**src/rtl/bram_stream_reader.sv**
```systemverilog
// bram_stream_reader: sweeps a whole BRAM from a start address after a start
// pulse and streams the words out over an AXI4-Stream master with full
// backpressure. A small FIFO absorbs the BRAM read latency. Reads are only
// issued when every outstanding word is guaranteed a FIFO slot.
module bram_stream_reader #(
  parameter int BRAM_WIDTH      = 13,
  parameter int BRAM_DATA_WIDTH = 32,
  parameter int READ_LATENCY    = 2
) (
  input  logic                       clk,
  input  logic                       resetn,
  input  logic                       start_read,
  input  logic [BRAM_WIDTH-1:0]      start_addr,
  output logic [BRAM_WIDTH-1:0]      bram_addr,
  output logic                       bram_en,
  input  logic [BRAM_DATA_WIDTH-1:0] bram_rddata,
  output logic [BRAM_DATA_WIDTH-1:0] m_axis_tdata,
  output logic                       m_axis_tvalid,
  input  logic                       m_axis_tready,
  output logic                       m_axis_tlast,
  output logic                       busy,
  output logic                       done
);

  localparam int FIFO_DEPTH = READ_LATENCY + 2;
  localparam int PTR_W      = $clog2(FIFO_DEPTH);
  localparam int CNT_W      = $clog2(FIFO_DEPTH + 1);
  localparam int OCC_W      = CNT_W + 1;
  // Index of the final word of a sweep, in the wide counter format.
  localparam logic [BRAM_WIDTH:0] LAST_IDX = {1'b0, {BRAM_WIDTH{1'b1}}};

  typedef enum logic [1:0] {
    S_IDLE,
    S_READ,
    S_DRAIN
  } state_t;

  state_t                     state;
  logic [BRAM_WIDTH-1:0]      base_addr;
  logic [BRAM_WIDTH:0]        issue_cnt;
  logic [BRAM_WIDTH:0]        beat_cnt;
  logic [READ_LATENCY-1:0]    rd_pipe;
  logic [BRAM_DATA_WIDTH-1:0] fifo_mem [FIFO_DEPTH];
  logic [PTR_W-1:0]           wr_ptr;
  logic [PTR_W-1:0]           rd_ptr;
  logic [CNT_W-1:0]           fifo_count;
  logic [OCC_W-1:0]           in_flight;
  logic                       push;
  logic                       pop;
  logic                       can_issue;

  assign push          = rd_pipe[READ_LATENCY-1];
  assign m_axis_tvalid = (fifo_count != '0);
  assign pop           = m_axis_tvalid & m_axis_tready;
  assign m_axis_tdata  = m_axis_tvalid ? fifo_mem[rd_ptr] : '0;
  assign m_axis_tlast  = m_axis_tvalid && (beat_cnt == LAST_IDX);
  assign busy          = (state != S_IDLE);

  // Count reads issued whose data has not yet been written into the FIFO.
  always_comb begin
    // NOTE: every always_comb output gets a default first so no latch is inferred.
    in_flight = OCC_W'(bram_en);
    for (int i = 0; i < READ_LATENCY; i++) begin
      in_flight = in_flight + OCC_W'(rd_pipe[i]);
    end
  end

  // Issue only if every outstanding word, plus this one, has a FIFO slot.
  assign can_issue = (OCC_W'(fifo_count) + in_flight) < (OCC_W'(FIFO_DEPTH) + OCC_W'(pop));

  // Track which cycles carry valid BRAM read data; reset discards in-flight reads.
  always_ff @(posedge clk or negedge resetn) begin
    if (!resetn) begin
      rd_pipe <= '0;
    end else begin
      // NOTE: sequential state uses non-blocking assignments so every flop samples pre-edge values.
      rd_pipe[0] <= bram_en;
      for (int i = 1; i < READ_LATENCY; i++) begin
        rd_pipe[i] <= rd_pipe[i-1];
      end
    end
  end

  // FIFO storage: written on the cycle the BRAM data is valid.
  always_ff @(posedge clk) begin
    // NOTE: storage is deliberately not reset; the emptied pointers make its contents unobservable.
    if (push) begin
      fifo_mem[wr_ptr] <= bram_rddata;
    end
  end

  // FIFO pointers and occupancy.
  always_ff @(posedge clk or negedge resetn) begin
    if (!resetn) begin
      wr_ptr     <= '0;
      rd_ptr     <= '0;
      fifo_count <= '0;
    end else begin
      if (push) begin
        wr_ptr <= (wr_ptr == PTR_W'(FIFO_DEPTH - 1)) ? '0 : wr_ptr + 1'b1;
      end
      if (pop) begin
        rd_ptr <= (rd_ptr == PTR_W'(FIFO_DEPTH - 1)) ? '0 : rd_ptr + 1'b1;
      end
      fifo_count <= fifo_count + CNT_W'(push) - CNT_W'(pop);
    end
  end

  // Sweep control: issues reads, counts delivered beats and signals completion.
  always_ff @(posedge clk or negedge resetn) begin
    if (!resetn) begin
      state     <= S_IDLE;
      base_addr <= '0;
      issue_cnt <= '0;
      beat_cnt  <= '0;
      bram_addr <= '0;
      bram_en   <= 1'b0;
      done      <= 1'b0;
    end else begin
      done    <= 1'b0;
      bram_en <= 1'b0;
      if (pop) begin
        beat_cnt <= beat_cnt + 1'b1;
      end
      case (state)
        S_IDLE: begin
          if (start_read) begin
            // The first read goes out on the very next cycle.
            base_addr <= start_addr;
            bram_addr <= start_addr;
            bram_en   <= 1'b1;
            issue_cnt <= {{BRAM_WIDTH{1'b0}}, 1'b1};
            beat_cnt  <= '0;
            state     <= S_READ;
          end
        end
        S_READ: begin
          if (can_issue) begin
            bram_addr <= base_addr + issue_cnt[BRAM_WIDTH-1:0];
            bram_en   <= 1'b1;
            issue_cnt <= issue_cnt + 1'b1;
            if (issue_cnt == LAST_IDX) begin
              state <= S_DRAIN;
            end
          end
        end
        S_DRAIN: begin
          if (pop && m_axis_tlast) begin
            state <= S_IDLE;
            done  <= 1'b1;
          end
        end
        default: state <= S_IDLE;
      endcase
    end
  end

endmodule

```
**config.mk**
```make
export PLATFORM = sky130hd
export DESIGN_NAME = bram_stream_reader
export DESIGN_NICKNAME = d
export VERILOG_FILES = /design/src/rtl/bram_stream_reader.sv
export SDC_FILE = /design/constraint.sdc
export NUM_CORES = 1
export LEC_CHECK = 0
export ABC_AREA = 1
export BUFFER_PORTS_ARGS = -buffer_cell sky130_fd_sc_hd__buf_2
export CORE_MARGIN = 5
export CORE_UTILIZATION = 35
export DETAILED_ROUTE_END_ITERATION = 7
export GPL_TIMING_DRIVEN = 0
export PLACE_DENSITY = 0.63
export SYNTH_ARGS = -nofsm -noshare
export SYNTH_HDL_FRONTEND = slang
export SYNTH_SLANG_ARGS = --single-unit
```
**constraint.sdc**
```tcl
create_clock -name clk -period 3.5 [get_ports clk]
set_clock_uncertainty 0.15 [all_clocks]
set_input_delay 0.875 -clock clk [delete_from_list [all_inputs] [get_ports clk]]
set_output_delay 0.875 -clock clk [all_outputs]
set_load 0.02 [all_outputs]
```
==> Word-level counts from Yosys, hierarchy flattened <==
Memories as Yosys holds them, arrays and structs flattened.
Index checks and enable logic that the tools add are counted.
{ "classes": {"addsub": 11, "n_lt_le_gt_ge": 1, "n_eq_ne": 10, "mux": 24, "bitwise_logic": 1, "reduce_logical": 9} }
{ "op_table": {"columns": ["op", "count"], "rows": [
  ["$mux W14", 5],
  ["$mux W32", 1],
  ["$add A14 B1 Y14 const B", 2],
  ["$eq A14 B13 Y1 const B", 2],
  ["$pmux W14 S2", 1],
  ["$mux W13", 2],
  ["$pmux W13 S2", 1],
  ["$add A13 B13 Y13", 1],
  ["$mux W2", 6],
  ["$ne A2 B2 Y1 const B", 4],
  ["$eq A2 B2 Y1 const B", 3],
  ["$mux W1", 6],
  ["$pmux W2 S3", 1],
  ["$add A2 B1 Y2 const B", 2],
  ["$add A3 B1 Y4 const A", 1],
  ["$add A3 B3 Y4", 1],
  ["$lt A4 B4 Y1", 1],
  ["$reduce_and A4 Y1", 1],
  ["$reduce_bool A2 Y1", 2],
  ["$add A2 B1 Y3", 1],
  ["$add A3 B1 Y3", 1],
  ["$reduce_and A3 Y1", 1],
  ["$reduce_bool A3 Y1", 1],
  ["$sub A3 B1 Y3", 1],
  ["other kinds (7)", 8]
]} }
{ "totals": {"ff_bits": 67, "mem_bits_rw": 128, "input_bits": 49, "out_inout_bits": 50, "n_memories": 1} }
{ "memory_table": {"columns": ["memory", "depth", "word_bits", "rd", "rd_ports_with_merged_regs", "write_ports", "line_no", "source"], "rows": [
  ["fifo_mem", 4, 32, 1, 0, 1, "43", "logic [BRAM_DATA_WIDTH-1:0] fifo_mem [FIFO_DEPTH];"]
]} }

==> Logic depth before layout (Yosys ltp) <==
Gate-level depths: netlist of the first run.
{ "logic_depth": {"word_depth": 6, "depth_mapped": 14, "ltp_nobuf": 14} }

==> Least setup slack after synthesis of the first run <==
Ideal clock, no wire load.
{ "synth_timing": {"path_kind": "reg-to-reg", "from": "register bram_en", "to": "register bram_addr[6]", "t_arrival_ns": 2.465, "required_time_ns": 3.235, "setup_slack_ns": 0.770, "path_stages_with_launch": 15, "cell_sequence": "dfrtp_1 fa_1 ha_1 inv_1 fa_1 inv_1 nor2_1 nand3_2 nand2_2 nand3_2 nand2_4 inv_2 buf_4 nand2_1 nand2_2"} }
{ "synth_via": {"elab_chain_cells": 6} }
{ "synth_lines": {"columns": ["element", "line_no", "source"], "rows": [
  ["from (decl)", "15", "output logic bram_en,"],
  ["from (signal assigned)", "117", "bram_en <= 1'b0;"],
  ["from (signal assigned)", "121", "bram_en <= 1'b0;"],
  ["from (signal assigned)", "131", "bram_en <= 1'b1;"],
  ["$add A1 B1 Y2", "64", "in_flight = in_flight + OCC_W'(rd_pipe[i]);"],
  ["$add A2 B1 Y3", "64", null],
  ["$add A3 B3 Y4", "69", "assign can_issue = (OCC_W'(fifo_count) + in_flight) < (OCC_W'(FIFO_DEPTH) + OCC_W'(pop));"],
  ["$lt A4 B4 Y1", "69", null],
  ["$ne A2 B2 Y1 (no source line)", null, null],
  ["$reduce_and A3 Y1 (no source line)", null, null],
  ["to (signal assigned)", "130", "bram_addr <= start_addr;"],
  ["to (signal assigned)", "139", "bram_addr <= base_addr + issue_cnt[BRAM_WIDTH-1:0];"],
  ["to (decl)", "14", "output logic [BRAM_WIDTH-1:0] bram_addr,"]
]} }
Every way passes these cells.
A chain may end at the register's enable or synchronous reset.

==> Worst setup path in the final report of the first run <==
{ "layout_timing": {"from": "register rd_ptr[0]", "to": "output m_axis_tdata[31]"} }
{ "layout_via": {"elab_chain_cells": 2} }
{ "layout_lines": {"columns": ["element", "line_no", "source"], "rows": [
  ["from (decl)", "45", "logic [PTR_W-1:0] rd_ptr;"],
  ["from (signal assigned)", "103", "rd_ptr <= (rd_ptr == PTR_W'(FIFO_DEPTH - 1)) ? '0 : rd_ptr + 1'b1;"],
  ["$mem_v2 Z4 W32", null, null],
  ["$mux W32", "55", "assign m_axis_tdata = m_axis_tvalid ? fifo_mem[rd_ptr] : '0;"],
  ["to (decl)", "17", "output logic [BRAM_DATA_WIDTH-1:0] m_axis_tdata,"]
]} }
Every way passes these cells.

==> flow_metrics.env, run 1 <==
export IMPL_status="completed"
export IMPL_finalHoldViolCount=0
export IMPL_cp_required_ns=2.47
export IMPL_ant_nets=0
export IMPL_worstHoldStart="rd_pipe[0]$_DFF_PN0_"
export IMPL_worst_slack_ns=0.168
export IMPL_finalSetupTns_ns=0
export IMPL_p_leak_nw=4.67
export IMPL_r2r_slack_ns=0.58
export IMPL_path_clk_slew_ns=0.08
export IMPL_power_mw=10.3
export IMPL_core_area_um2=26000
export IMPL_via_per_inst=4.86
export IMPL_n_antenna_cell=0
export IMPL_clock_latency_ns=0.44
export IMPL_synth_warnings=0
export IMPL_synth_most_common_cell="nand2_1"
export IMPL_p_per_area_nw_per_um2=957
export IMPL_wire_per_inst_um=15.1
export IMPL_final_max_slew_viol_count=0
export IMPL_hpwlAfterDp_mm=14.7
export IMPL_rows=59
export IMPL_end_kind="output port"
export IMPL_synth_cells=963
export IMPL_pre_cts_slack_ns=0.544
export IMPL_drc_errors=0
export IMPL_start_util_pct=35.5
export IMPL_die_w_um=172
export IMPL_cts_htree_levels=4
export IMPL_cap_viol_max_count=0
export IMPL_vias=6943
export IMPL_ios=99
export IMPL_ys_ff_latch=195
export IMPL_min_path_cells=0
export IMPL_grt_pass1_vias=6708
export IMPL_antenna_found_initial=1
export IMPL_ys_types=36
export IMPL_synth_top_cell_by_area="edfxtp_1"
export IMPL_ys_seq_area_share_pct=59.9
export IMPL_netlist_area_leader_share_pct=41.7
export IMPL_min_period_ns=3.33
export IMPL_relSlewSlack_pct=42.8
export IMPL_grt_max_degree=68
export IMPL_regToRegEndpoint="bram_addr[5]$_DFFE_PN0P_"
export IMPL_fin_nets=1156
export IMPL_crit_path_max_fanout=10
export IMPL_arrival_ns=2.31
export IMPL_netlist_area_um2=9210
export IMPL_hold_end="rd_pipe[1]$_DFF_PN0_"
export IMPL_setup_viol_count_final=0
export IMPL_drt_iter0_markers=493
export IMPL_grt_pass1_wl_mm=34.1
export IMPL_cp_start_kind="register"
export IMPL_worstReg2RegStart="bram_en$_DFF_PN0_"
export IMPL_clock_sinks=195
export IMPL_synthFlopType="edfxtp_1"
export IMPL_cts_root_buf="clkbuf_16"
export IMPL_ctsResizeCount=0
export IMPL_reg2regPathDepth=14
export IMPL_yosys_top_cells_area="edfxtp_1, dfrtp_1, nand2_1"
export IMPL_synth_nets=1039
export IMPL_peakVddDrop_mv=0.470
export IMPL_track_usage_pct=14.7
export IMPL_cts_hold_buf=0
export IMPL_rsz0062_at_grt="no"
export IMPL_post_route_period_util_pct=95.2
export IMPL_crit_type="reg2out"
export IMPL_dieArea_um2=29700
export IMPL_synth_edf_count=128
export IMPL_first_pass_iters=5
export IMPL_areaGrowthSynthToFinish_pct=16.9
export IMPL_gp_congestion=0.876
export IMPL_ys_top_cells_by_count="nand2_1, nor2_1, edfxtp_1"
export IMPL_max_freq_mhz=300
export IMPL_worst_pin_slew_ns=0.859
export IMPL_wl_mm=21.5
export IMPL_cts_buffers=17
export IMPL_clock_path_buffers=2
export IMPL_die_h_um=172
export IMPL_async_reset_ff_share_pct=34.4
export IMPL_hold_class="reg2reg"
export IMPL_drive_gt1_share_pct=15.9
export IMPL_syn_avg_cell_area_um2=9.57
export IMPL_io_buffers=98
export IMPL_overflow=0
export IMPL_cts_tree="done"
export IMPL_post_cts_buffers=0
==> through the flow <==
| stage | utilization, % | instance area [um2] | hold WS [ns] | cells |
|---|---|---|---|---|
| floorplan | - | 9210 | 0.236 | 963 |
| global placement | 39.0 | 10100 | 0.246 | 1396 |
| detailed placement | 39.0 | 10100 | 0.255 | 1396 |
| CTS | 41.4 | 10800 | 0.272 | 1428 |
| global route | 41.5 | 10800 | 0.288 | 1428 |
| finish | 41.5 | 10800 | 0.265 | 1428 |
==> layout by cell type (no fill, tap or decap), types with 2 or more instances in the layout <==
cell type	n
xnor2_1	4
o21ai_2	4
o21bai_1	2
nand2_4	2
o21ai_0	91
or2_2	4
clkinv_8	4
inv_12	6
buf_2	105
inv_2	6
buf_4	3
nor2_1	178
o21ai_1	4
nor3_1	7
xor2_1	9
nand3_2	2
buf_12	2
nor2_2	4
dfrtp_1	67
nand2_1	188
buf_1	3
clkbuf_16	17
clkbuf_2	3
edfxtp_1	128
clkbuf_1	17
nand2_2	4
inv_1	77
fa_1	4
nand3_1	46
nor4_1	3
nand4_1	15
a21oi_1	47
ha_1	23
o211ai_1	3
inv_6	3
==> worst max-delay path: stages (launching register included) <==
cell and delay [ns]:
dfrtp_1 0.44, inv_2 0.07, clkbuf_1 0.33, clkbuf_1 0.42, o21ai_0 0.17, a21oi_1 0.24, buf_2 0.21
==> worst max path at each step <==
stage                          start                        to  slack (ns)  cells after the start
5_1_grt        rd_ptr[0]$_DFFE_PN0N_           m_axis_tdata[0]       0.003                      6
3_3_place_gp       bram_en$_DFF_PN0_  bram_addr[6]$_DFFE_PN0P_        0.58                     14
2_1_floorplan      bram_en$_DFF_PN0_  bram_addr[6]$_DFFE_PN0P_        0.77                     14
6_report       rd_ptr[0]$_DFFE_PN0N_          m_axis_tdata[31]        0.17                      6
3_5_place_dp       bram_en$_DFF_PN0_  bram_addr[5]$_DFFE_PN0P_        0.54                     14
4_1_cts        rd_ptr[0]$_DFFE_PN0N_          m_axis_tdata[24]        0.06                      6
==> power breakdown <==
part           internal (mW)  leakage (nW)  switching (mW)  total [mW]
clock                   1.02         0.310            1.06        2.08
combinational           1.58          2.34            3.13        4.71
sequential              3.18          2.02           0.343        3.52
==> area by class of cell <==
| cell class | count | area (um2) |
|---|---|---|
| Inverter | 83 | 312 |
| Multi-Input combinational cell | 649 | 3190 |
| Tap cell | 335 | 419 |
| Sequential cell | 195 | 5520 |
| Clock buffer | 17 | 425 |
| Timing Repair Buffer | 98 | 493 |
| Clock inverter | 15 | 220 |
| Buffer | 36 | 196 |
| Fill cell | 2517 | 15200 |
==> registers in the layout, indices dropped and copies added (netlist names) <==
name / flops
base_addr: 13
beat_cnt: 14
bram_addr: 13
bram_en: 1
done: 1
fifo_count: 3
fifo_mem: 128
issue_cnt: 14
rd_pipe: 2
rd_ptr: 2
state: 2
wr_ptr: 2
==> layer usage <==
| metal | part of all wire [%] | vias to the layer above | global-route usage [%] |
|---|---|---|---|
| li1 | - | 3451 | - |
| met1 | 46 | 3267 | 20.1 |
| met2 | 47 | 200 | 24.0 |
| met3 | 5.9 | 23 | 2.83 |
| met4 | 1.2 | 2 | 4.10 |
| met5 | 0.051 | - | 0 |
==> cell families after synthesis <==
| family | Yosys count | share of synthesized area [%] |
|---|---|---|
| adder cells (fa/ha/maj) | 27 | 3.99 |
| flip-flops | 195 | 59.9 |
| buffers and inverters | 119 | 5.47 |
| XOR/XNOR | 13 | 1.24 |
| AND/OR/NAND/NOR | 455 | 20.6 |
| AO/OA/AOI/OAI | 153 | 8.69 |
| multiplexers | 1 | 0.122 |
(Power assumes the default switching activity.)
==> inputs of run 2 (changes only) <==
ABC_AREA = not set   (was 1)
==> run 2 against run 1 <==
Hold slack got worse by 0.0031 ns. Critical path type unchanged. Critical path depth fell by 1. Sequential power shrank 4%. Synthesized area down 5.8%.
==> flow_metrics.env, run 2 <==
export IMPL_grt_use_met3_pct=3.47
export IMPL_setup_viol_count_final=0
export IMPL_finalHoldViolCount=0
export IMPL_gp_congestion=0.881
export IMPL_final_area_um2=10200
export IMPL_synth_most_common_cell="edfxtp_1"
export IMPL_ys_ff_latch=195
export IMPL_fin_nets=816
export IMPL_drive_gt1_share_pct=24.2
export IMPL_pwr_share_comb_pct=42.2
export IMPL_layout_common_cells="edfxtp_1, buf_2, nand2_1"
export IMPL_synthFlopType="edfxtp_1"
export IMPL_cap_viol_max_count=0
export IMPL_ys_top_cells_by_count="edfxtp_1, nand2_1, dfrtp_1"
export IMPL_ys_seq_area_share_pct=63.6
export IMPL_globalRouteMet2Util_pct=21.3
export IMPL_largestRegisters="fifo_mem (128), beat_cnt (14), issue_cnt (14)"
export IMPL_io_buffers=98
export IMPL_grt_pass1_vias=5440
export IMPL_cts_htree_levels=4
export IMPL_core_area_um2=24400
export IMPL_power_frac_clock_pct=20.8
export IMPL_dpl_cell_area_um2=9580
export IMPL_vias=5285
export IMPL_yosys_top_cells_area="edfxtp_1, dfrtp_1, mux4_2"
export IMPL_async_reset_ff_share_pct=34.4
export IMPL_cts_tree="done"
export IMPL_largest_register_ffs=128
export IMPL_netlist_area_um2=8680
export IMPL_finalSetupTns_ns=0
export IMPL_switchingPower_mw=3.52
export IMPL_cp_start_kind="register"
export IMPL_status="completed"
export IMPL_final_util_pct=41.7
export IMPL_netlist_area_leader_share_pct=44.3
export IMPL_pwr_share_seq_pct=36.9
export IMPL_ios=99
export IMPL_ys_types=49
export IMPL_syn_avg_cell_area_um2=13.9
export IMPL_crit_type="reg2out"
export IMPL_synth_top_cell_by_area="edfxtp_1"
export IMPL_hpwlAfterDp_mm=11.9
export IMPL_regMostFlops="fifo_mem"
export IMPL_dieArea_um2=28000
export IMPL_peakVddDrop_mv=0.414
export IMPL_use_met1_pct=17.2
export IMPL_overflow=0
export IMPL_drt_iter0_markers=314
export IMPL_track_usage_pct=13.0
export IMPL_p_leak_nw=4.06
export IMPL_clock_latency_ns=0.43
export IMPL_gr_max_usage_layer="met2"
export IMPL_cts_buffers=17
export IMPL_areaGrowthSynthToFinish_pct=17.3
export IMPL_wl_mm=17.7
export IMPL_hold_class="reg2reg"
export IMPL_fillers=2274
export IMPL_worst_pin_slew_ns=0.883
export IMPL_p_per_area_nw_per_um2=898
export IMPL_rows=57
export IMPL_via_per_inst=4.91
export IMPL_synth_warnings=0
export IMPL_path_clk_slew_ns=0.07
export IMPL_relSlewSlack_pct=41.1
export IMPL_p_int_mw=5.62
export IMPL_worst_slack_ns=0.155
export IMPL_grt_max_degree=68
export IMPL_grt_pass1_wl_mm=29.1
export IMPL_arrival_ns=2.32
export IMPL_cts_root_buf="clkbuf_16"
export IMPL_clock_sinks=195
export IMPL_antenna_found_initial=1
export IMPL_post_cts_buffers=0
export IMPL_die_w_um=167
export IMPL_die_h_um=167
export IMPL_cp_required_ns=2.47
export IMPL_cts_hold_buf=0
export IMPL_crit_path_max_fanout=10
export IMPL_min_period_ns=3.35
export IMPL_end_kind="output port"
export IMPL_first_pass_iters=6
export IMPL_final_max_slew_viol_count=0
export IMPL_n_antenna_cell=0
export IMPL_pre_cts_slack_ns=0.194
export IMPL_final_common_cell="edfxtp_1"
export IMPL_synth_cells=623
export IMPL_synth_edf_count=128
export IMPL_max_freq_mhz=299
export IMPL_synth_nets=699
export IMPL_swShare_pct=38.5
export IMPL_wire_per_inst_um=16.5
export IMPL_ant_nets=0
export IMPL_start_util_pct=35.6
export IMPL_rsz0062_at_grt="yes"
export IMPL_drc_errors=0
export IMPL_clock_path_buffers=2
export IMPL_post_route_period_util_pct=95.6
run 2: changes by cell type in the layout (fill, tap and decap cells not counted), sizes merged, moves of 22 or more:
cell   previous run  this run
o21ai            99        26
nor2b             0        32
mux4              0        32
nand2           194        71
a21oi            47        25
nand3            49        18
inv              94        25
nor2            182        35
run 2: cells by family after synthesis:
logic type               share of synthesized area [%]
multiplexers                                      9.34
flip-flops                                        63.6
buffers and inverters                             2.22
XOR/XNOR                                          2.12
AO/OA/AOI/OAI                                     6.26
adder cells (fa/ha/maj)                           4.24
AND/OR/NAND/NOR                                   12.2
run 2: routing by layer:
| metal | wire length, um | up-vias |
|---|---|---|
| li1 | - | 2546 |
| met1 | 7940 | 2600 |
| met2 | 8670 | 122 |
| met3 | 860 | 15 |
| met4 | 231 | 2 |
| met5 | 13 | - |
run 2: per-stage QoR:
step	instances	total power, mW	hold slack (ns)
CTS	1076	9.27	0.264
detailed placement	1045	7.32	0.249
global route	1076	9.78	0.288
global placement	1045	7.29	0.242
finish	1076	9.14	0.262
floorplan	623	6.16	0.236
run 2: power by group through the flow:
stage	Clock [mW]	Sequential, mW	Combinational [mW]
6_report	1.91	3.38	3.86
5_1_grt	2.06	3.44	4.27
4_1_cts	1.96	3.38	3.93
3_5_place_dp	0	3.42	3.89
3_3_place_gp	0	3.42	3.87
2_1_floorplan	0	3.44	2.72
run 2: worst max-delay path: stages, from the launching register on:
cell	delay, ns
dfrtp_1	0.35
clkbuf_1	0.26
clkbuf_1	0.53
mux4_2	0.40
nor2b_1	0.16
buf_2	0.19
run 2: path summary, 6_finish.rpt:
| kind | start | to | slack, ns | cells past startpoint |
|---|---|---|---|---|
| min in group asynchronous | resetn | bram_addr[8]$_DFFE_PN0P_ | 0.39 | 1 |
| max reg2reg | bram_en$_DFF_PN0_ | issue_cnt[11]$_DFFE_PN0P_ | 0.28 | 10 |
| min reg2reg | rd_pipe[0]$_DFF_PN0_ | rd_pipe[1]$_DFF_PN0_ | 0.26 | 0 |
| max in group asynchronous | resetn | fifo_count[1]$_DFF_PN0_ | 2.22 | 1 |
| max | rd_ptr[1]$_DFFE_PN0N_ | m_axis_tdata[19] | 0.15 | 5 |
| min | rd_pipe[0]$_DFF_PN0_ | rd_pipe[1]$_DFF_PN0_ | 0.26 | 0 |
run 2: repair_timing:
item / in CTS / in global routing
endpoints found under the setup margin: 30 / 8
hold endpoints to repair: 0 / 0
gates resized for setup: 5 / 2
run 2: layout make-up:
class | count | area [um2] | share of cell area (%)
well taps | 324 | 405 | 3.98
multi-input cells | 386 | 2970 | 29.2
plain buffers | 26 | 143 | 1.40
clock inverters | 14 | 154 | 1.51
flip-flops and latches | 195 | 5520 | 54.3
repair buffers | 98 | 493 | 4.85
clock buffers | 17 | 425 | 4.18
inverters | 16 | 60.1 | 0.590
